[src/rtl/pipe_stage_elastic.sv]
// Elastic pipeline register: a valid/ready stage with a two-entry skid buffer,
// synchronous flush, occupancy reporting and a saturating back-pressure counter.
module pipe_stage_elastic #(
  parameter int WIDTH = 32,
  parameter int CNT_W = 16
) (
  input  logic             clk,
  input  logic             rst_n,
  input  logic             flush,
  input  logic             in_valid,
  output logic             in_ready,
  input  logic [WIDTH-1:0] in_data,
  output logic             out_valid,
  input  logic             out_ready,
  output logic [WIDTH-1:0] out_data,
  output logic [1:0]       occupancy,
  output logic [CNT_W-1:0] stall_cnt,
  input  logic             stall_clr
);

  // Encodings double as the occupancy count.
  typedef enum logic [1:0] {EMPTY = 2'd0, ONE = 2'd1, TWO = 2'd2} state_t;

  localparam logic [CNT_W-1:0] CNT_MAX = '1;

  state_t           stateQ, stateD;
  logic [WIDTH-1:0] mainQ, skidQ;
  logic             inFire, outFire;
  logic             loadMainIn, loadMainSkid, loadSkid;

  // Handshake outputs decode the state register only, so out_ready never
  // reaches in_ready combinationally.
  assign in_ready  = (stateQ != TWO);
  assign out_valid = (stateQ != EMPTY);
  assign occupancy = stateQ;
  assign out_data  = mainQ;

  assign inFire  = in_valid & in_ready;
  assign outFire = out_valid & out_ready;

  always_ff @(posedge clk or negedge rst_n) begin
    if (!rst_n) stateQ <= EMPTY;
    else        stateQ <= stateD;
  end

  always_comb begin
    stateD       = stateQ;
    loadMainIn   = 1'b0;
    loadMainSkid = 1'b0;
    loadSkid     = 1'b0;
    case (stateQ)
      EMPTY: if (inFire) begin
        stateD     = ONE;
        loadMainIn = 1'b1;
      end
      ONE: begin
        if (inFire && outFire) begin
          loadMainIn = 1'b1;
        end else if (inFire) begin
          stateD   = TWO;
          loadSkid = 1'b1;
        end else if (outFire) begin
          stateD = EMPTY;
        end
      end
      TWO: if (outFire) begin
        stateD       = ONE;
        loadMainSkid = 1'b1;
      end
      default: stateD = EMPTY;
    endcase
    // Flush kills everything held plus any word arriving this edge.
    if (flush) begin
      stateD       = EMPTY;
      loadMainIn   = 1'b0;
      loadMainSkid = 1'b0;
      loadSkid     = 1'b0;
    end
  end

  always_ff @(posedge clk or negedge rst_n) begin
    if (!rst_n) begin
      mainQ <= '0;
      skidQ <= '0;
    end else begin
      if (loadMainIn)        mainQ <= in_data;
      else if (loadMainSkid) mainQ <= skidQ;
      if (loadSkid)          skidQ <= in_data;
    end
  end

  always_ff @(posedge clk or negedge rst_n) begin
    if (!rst_n)                                          stall_cnt <= '0;
    else if (stall_clr)                                  stall_cnt <= '0;
    else if (out_valid && !out_ready && !flush &&
             stall_cnt != CNT_MAX)                       stall_cnt <= stall_cnt + 1'b1;
  end

endmodule

[config.mk]
export PLATFORM = sky130hd
export DESIGN_NAME = pipe_stage_elastic
export DESIGN_NICKNAME = d
export VERILOG_FILES = /design/src/rtl/pipe_stage_elastic.sv
export SDC_FILE = /design/constraint.sdc
export NUM_CORES = 1
export LEC_CHECK = 0
export BUFFER_PORTS_ARGS = -buffer_cell sky130_fd_sc_hd__buf_2
export CORE_UTILIZATION = 30
export CTS_BUF_LIST = sky130_fd_sc_hd__clkbuf_4 sky130_fd_sc_hd__clkbuf_8
export DETAILED_ROUTE_END_ITERATION = 8
export PLACE_DENSITY = 0.61
export SLEW_MARGIN = 30
export SYNTH_ARGS = -nofsm -noshare
export SYNTH_HDL_FRONTEND = slang
export SYNTH_SLANG_ARGS = --single-unit
[constraint.sdc]
create_clock -name clk -period 2.3 [get_ports clk]
set_input_delay 0.345 -clock clk [delete_from_list [all_inputs] [get_ports clk]]
set_output_delay 0.345 -clock clk [all_outputs]
set_load 0.05 [all_outputs]
==> impl_metrics.toml, run 1 <==
[synthesis]
synth_area_sq_um = 3740
ys_seq_elements = 82
syn_avg_cell_area_sq_um = 11.7
syn_inst = 319
ys_seq_area_share_pct = 54.9
ys_types = 38
ys_warn_count = 0
syn_nets = 358

[grt]
first_global_vias = 2788
grt_max_degree = 46
grt_usage_pct = 13.3
antenna_found_initial = 0
grt_pass1_wl_mm = 13.5
overflow = 0

[min_path]
min_path_type = "input pin to register"
min_from = "in_data[12]"
holdPathStages = 3
min_to = "out_data[12]$_DFFE_PN0P_"

[worst_setup_path]
start_kind = "register"
reg2reg_depth = 5
cp.arrival_ns = 2.24
crit_fanout = 21
endpoint_kind = "register"
critical_path_class = "register to register"
r2r_end = "stall_cnt[15]$_DFFE_PN0P_"
r2r_start = "stall_cnt[0]$_DFFE_PN0P_"
rrSetupSlack_ns = 0.30
required_ns = 2.53

[timing]
finalClockSkew_ns = 0.00748
fin_crit_ns = 2.00
slew-limit-headroom_pct = 60.6
fmax_mhz = 499
maxSlewViolCount = 0
fin_ws_ns = 0.297
tightest_slew_ns = 0.592
setup_viol = 0
fin_tns_setup_ns = 0
rsz0062_at_grt = "false"
hold_violations = 0
finalCritPeriodShare_pct = 87.1

[placed_design]
globalplace.congestion = 0.802
port_buffers = 89
place_hpwl_mm = 5.49
pre_cts_slack_ns = 0.307

[power_and_ir_drop]
switching_share_pct = 32.2
p_int_mw = 2.60
p_per_area_nw_per_um2 = 839
p_leak_nw = 2.00
clockPowerShare_pct = 29.0
switchingPower_mw = 1.23
max-vdd-ir-drop_uv = 320
comb_power_share_pct = 23.1
power_frac_seq_pct = 47.9

[floorplan]
design.die.area_sq_um = 12900
die_x_microns = 114
io_pins = 90
initial_core_util_pct = 31.0
core-area_sq_um = 12100
fp.dieH_microns = 114
rows = 40

[clock_tree]
path_clk_slew_ns = 0.09
insertion_delay_ns = 0.34
htreeDepth = 3
cts_buffer_depth = 2
post_cts_buffers = 0
cts_buffers = 9
cts_tree = "yes"
root_buffer = "clkbuf_8"
clock_sinks = 82
ctsResizeCount = 0

[routing]
final_antenna_net_count = 0
wl_met2_mm = 3.91
post_drt_wl_per_cell_microns = 13.7
detailroute.via_count = 2772
drt-vias-per-instance = 4.78
maxUsedRoutingLayer = "met4"
wl_mm = 7.96
drt_iter0_drc = 106
drcViolationCount = 0
firstDrtPassIters = 4
route.layer.met1.wl_mm = 3.52
dr_wl_met3_microns = 387

[final_layout]
multi_input_area_sq_um = 1570
register_area_sq_um = 2050
drive_gt1_share_pct = 38.1
fin_nets = 447
area.growth.synth_to_final_pct = 22.1
n_fill_cell = 1228
antennaDiodeCount = 0
final_util_pct = 37.9

[job]
cap_viol_max_count = 0

[run_status]
status = "complete, no violations"
-- critical path, cell delays in order (launching register included) --
cell	delay [ns]
dfrtp_1	0.44
ha_1	0.25
and4_1	0.24
and4bb_4	0.27
nor4_1	0.32
mux2_2	0.36
-- state kept, by name, summed over array words and instances (netlist names) --
register and flops:
occupancy 2, skidQ 32, out_data 32, stall_cnt 16
-- metal layers --
metal	global-route usage, %	up-vias
met3	3.19	10
met4	6.05	0
met1	16.2	1369
met5	0	-
li1	-	1330
met2	22.3	63
-- worst max-delay path by stage --
stage / start / end / slack (ns) / depth (start not counted)
floorplan: stall_cnt[0]$_DFFE_PN0P_ / stall_cnt[15]$_DFFE_PN0P_ / 0.1 / 6
global placement: stall_cnt[0]$_DFFE_PN0P_ / stall_cnt[15]$_DFFE_PN0P_ / 0.33 / 5
detailed placement: stall_cnt[0]$_DFFE_PN0P_ / stall_cnt[15]$_DFFE_PN0P_ / 0.31 / 5
CTS: stall_cnt[0]$_DFFE_PN0P_ / stall_cnt[15]$_DFFE_PN0P_ / 0.30 / 5
global route: stall_cnt[0]$_DFFE_PN0P_ / stall_cnt[14]$_DFFE_PN0P_ / 0.17 / 5
finish: stall_cnt[0]$_DFFE_PN0P_ / stall_cnt[15]$_DFFE_PN0P_ / 0.30 / 5
-- final cells by class --
class                      count  share of cell area (%)
clock buffer                   9                    2.71
clock inverter                 6                    1.81
inverter                       1                  0.0822
multi-input combinational    217                    34.4
sequential                    82                    44.9
tap                          168                    4.60
timing repair buffer          97                    11.5
-- cells in the final DEF, fill, tap and decap left out, types with 2 or more instances in the layout --
cell	synthesis	layout
a21oi_1	13	13
and4_1	2	2
buf_2	6	88
buf_4	3	7
bufinv_16	0	2
clkbuf_8	2	9
clkinv_2	0	3
dfrtp_1	82	82
mux2_2	36	36
mux2i_1	33	33
nand2_1	38	38
nand3_1	5	4
nand4_1	5	5
nor2_1	5	5
nor2b_1	6	6
nor4_1	4	4
o21ai_0	30	30
o21ai_1	5	5
o31ai_1	9	9
or3_1	2	2
or4_1	9	9
-- synthesized netlist by cell type --
cell | number | share of area, %
and4bb_4 | 1 | 0.44
nand2b_1 | 1 | 0.17
or3b_2 | 1 | 0.23
inv_1 | 1 | 0.10
nor3b_2 | 1 | 0.33
ha_1 | 1 | 0.33
mux2_2 | 36 | 11
o21ai_0 | 30 | 4.0
or2_4 | 1 | 0.23
and3_1 | 1 | 0.17
a21boi_0 | 1 | 0.20
nor3b_1 | 1 | 0.20
or4_1 | 9 | 1.8
nand4_1 | 5 | 0.84
nand3_1 | 5 | 0.67
clkbuf_1 | 5 | 0.50
o211ai_1 | 1 | 0.20
clkbuf_8 | 2 | 0.74
and3_2 | 1 | 0.20
o31ai_1 | 9 | 1.8
and4_1 | 2 | 0.47
nand2_1 | 38 | 3.8
nand2_2 | 1 | 0.17
nor2b_1 | 6 | 1.0
buf_2 | 6 | 0.80
and4_2 | 1 | 0.27
buf_4 | 3 | 0.60
mux2i_1 | 33 | 8.8
nor4_1 | 4 | 0.67
dlygate4sd1_1 | 1 | 0.23
o22a_1 | 1 | 0.23
nor2_2 | 1 | 0.17
buf_6 | 2 | 0.60
or3_1 | 2 | 0.33
a21oi_1 | 13 | 1.7
o21ai_1 | 5 | 0.67
dfrtp_1 | 82 | 55
nor2_1 | 5 | 0.50
-- power groups by stage --
stage	sequential, mW	combinational, mW	clock (mW)
global placement	1.85	0.878	0
floorplan	2.20	0.301	0
finish	1.83	0.886	1.11
detailed placement	1.87	0.897	0
global route	1.86	0.959	1.22
CTS	1.84	0.900	1.17
-- stage by stage --
stage	hold WS (ns)	power [mW]	instance area, sq um	cells
CTS	0.180	3.90	4570	580
floorplan	0.0494	2.50	3740	319
global route	0.205	4.04	4570	580
detailed placement	0.394	2.76	4350	564
global placement	0.385	2.73	4350	564
finish	0.209	3.83	4570	580
-- timing repair --
item,in CTS,in global routing
setup endpoints to repair,0,0
endpoints found under the hold margin,2,0
hold buffers,1,0
-- cells by family after synthesis --
group                      after synthesis  share of synthesized area (%)
and+or+nand+nor                         87                           12.7
AOI/OAI and AO/OA                       60                           8.87
buffers and inverters                   20                           3.58
adders and majority gates                1                          0.335
muxes                                   69                           19.7
DFF                                     82                           54.9
No activity file was read; power rests on OpenSTA's default activity.
==> inputs of run 2 (changes only) <==
==> config.mk (replaced) <==
export PLATFORM = sky130hd
export DESIGN_NAME = pipe_stage_elastic
export DESIGN_NICKNAME = d
export VERILOG_FILES = /design/src/rtl/pipe_stage_elastic.sv
export SDC_FILE = /design/constraint.sdc
export NUM_CORES = 1
export LEC_CHECK = 0
export CORE_UTILIZATION = 30
export CTS_BUF_LIST = sky130_fd_sc_hd__clkbuf_2
export DETAILED_ROUTE_END_ITERATION = 8
export DONT_BUFFER_PORTS = 1
export PLACE_DENSITY = 0.55
export SLEW_MARGIN = 30
export SYNTH_ARGS = -nofsm -noshare
export SYNTH_HDL_FRONTEND = slang
export SYNTH_SLANG_ARGS = --single-unit
==> run 2 against run 1 <==
- global-route usage increased by 0.94 points
- combinational power is 49% lower
- wire length increased by 4.2%
- hold slack lost 0.12 ns
- critical path depth unchanged
- core utilization is 0.59 points lower
- setup slack improved by 0.032 ns
- largest power group unchanged
- clock-buffer cell count increased by 2
- final area shrank 1.6%
- clock skew grew 0.013 ns
- critical endpoint unchanged
==> impl_metrics.toml, run 2 (synthesis gave the netlist of run 1 again) <==
[run_status]
status = "complete, no violations"

[final_layout]
final_util_pct = 37.3
final_common_cell = "dfrtp_1"
n_fill_cell = 1213
area.growth.synth_to_final_pct = 20.2
fin_nets = 414
drive_gt1_share_pct = 22.3
layout_common_cells = "82 x dfrtp_1, 38 x nand2_1, 37 x dlygate4sd3_1"

[grt]
first_global_vias = 2848
grt_pass1_wl_mm = 14.1
met1_usage_pct = 16.3
grt_usage_pct = 14.2
grtUsageMet2_pct = 23.5
grt_max_degree = 83
overflow = 0
met3_usage_pct = 3.88
antenna_found_initial = 1
grt.busiest_layer = "met2"

[timing]
finalClockSkew_ns = 0.0209
setup_viol = 0
fin_tns_setup_ns = 0
fmax_mhz = 508
rsz0062_at_grt = "false"
tightest_slew_ns = 0.744
finalCritPeriodShare_pct = 85.7
fin_crit_ns = 1.97
slew-limit-headroom_pct = 50.2
hold_violations = 0
maxSlewViolCount = 0

[clock_tree]
ctsHoldBuffers = 38
cts_buffers = 9
clock_sinks = 82
ctsResizeCount = 0
htreeDepth = 3
post_cts_buffers = 0
path_clk_slew_ns = 0.20
insertion_delay_ns = 0.55
root_buffer = "clkbuf_2"
cts_buffer_depth = 2
cts_tree = "yes"

[floorplan]
initial_core_util_pct = 31.0
io_pins = 90
die_x_microns = 114
core-area_sq_um = 12100
rows = 40
design.die.area_sq_um = 12900
fp.dieH_microns = 114

[placed_design]
globalplace.congestion = 0.767
port_buffers = 0
place_hpwl_mm = 5.37

[min_path]
min_from = "in_valid"
min_path_type = "input pin to register"
holdPathStages = 3
min_to = "occupancy[0]$_DFFE_PN0P_"

[worst_setup_path]
reg2reg_depth = 5
cp.arrival_ns = 2.44
r2r_end = "stall_cnt[15]$_DFFE_PN0P_"
r2r_start = "stall_cnt[0]$_DFFE_PN0P_"
required_ns = 2.77
rrSetupSlack_ns = 0.33
crit_fanout = 21
start_kind = "register"
critical_path_class = "register to register"
endpoint_kind = "register"

[routing]
drt_iter0_drc = 155
firstDrtPassIters = 4
post_drt_wl_per_cell_microns = 15.2
drt-vias-per-instance = 4.90
final_antenna_net_count = 0
detailroute.via_count = 2675
drcViolationCount = 0
wl_mm = 8.29

[job]
cap_viol_max_count = 0

[power_and_ir_drop]
max-vdd-ir-drop_uv = 356
p_per_area_nw_per_um2 = 721
p_leak_nw = 1.81
-- run 2: worst max path at each step --
stage	cells after the start	endpoint	slack, ns	startpoint
finish	5	stall_cnt[15]$_DFFE_PN0P_	0.33	stall_cnt[0]$_DFFE_PN0P_
global route	5	stall_cnt[15]$_DFFE_PN0P_	0.24	stall_cnt[0]$_DFFE_PN0P_
CTS	2	out_valid	0.34	occupancy[0]$_DFFE_PN0P_
detailed placement	5	stall_cnt[15]$_DFFE_PN0P_	0.36	stall_cnt[0]$_DFFE_PN0P_
global placement	5	stall_cnt[15]$_DFFE_PN0P_	0.42	stall_cnt[0]$_DFFE_PN0P_
floorplan	6	stall_cnt[15]$_DFFE_PN0P_	0.1	stall_cnt[0]$_DFFE_PN0P_
-- run 2: cell type report --
type                            count  area (sq um)  area share, %
Clock inverter                      2          7.51          0.167
Multi-Input combinational cell    217          1570           34.9
Inverter                            1          3.75         0.0835
Antenna cell                        1          2.50         0.0557
Tap cell                          168           210           4.68
Clock buffer                       11          55.1           1.22
Sequential cell                    82          2050           45.7
Timing Repair Buffer               64           593           13.2
-- run 2: critical path: stages (launching register included) --
cell and delay [ns]:
dfrtp_1 0.43, ha_1 0.22, and4_1 0.24, and4bb_4 0.28
nor4_1 0.34, mux2_2 0.37
-- run 2: routing by layer --
layer,part of all wire [%],wire length [microns]
met5,0,0
met4,3.2,264
met1,42,3520
met2,50,4110
met3,4.7,389
-- run 2: metrics by stage --
step	total power, mW	std cells	hold slack (ns)	instance area [sq um]	setup WS [ns]
6_report	3.24	546	0.0927	4490	0.330
5_1_grt	3.43	546	0.0681	4490	0.244
4_1_cts	3.31	545	0.00359	4490	0.335
3_5_place_dp	2.60	494	0.0505	4030	0.362
3_3_place_gp	2.56	494	0.0509	4030	0.417
2_1_floorplan	2.50	319	0.0494	3740	0.0962
-- run 2: power by group --
group | internal (mW) | switching (mW) | total [mW] | leakage (nW)
Combinational | 0.252 | 0.200 | 0.452 | 0.724
Clock | 0.128 | 0.454 | 0.582 | 0.0488
Sequential | 1.70 | 0.509 | 2.20 | 1.04
Total | 2.08 | 1.16 | 3.24 | 1.81
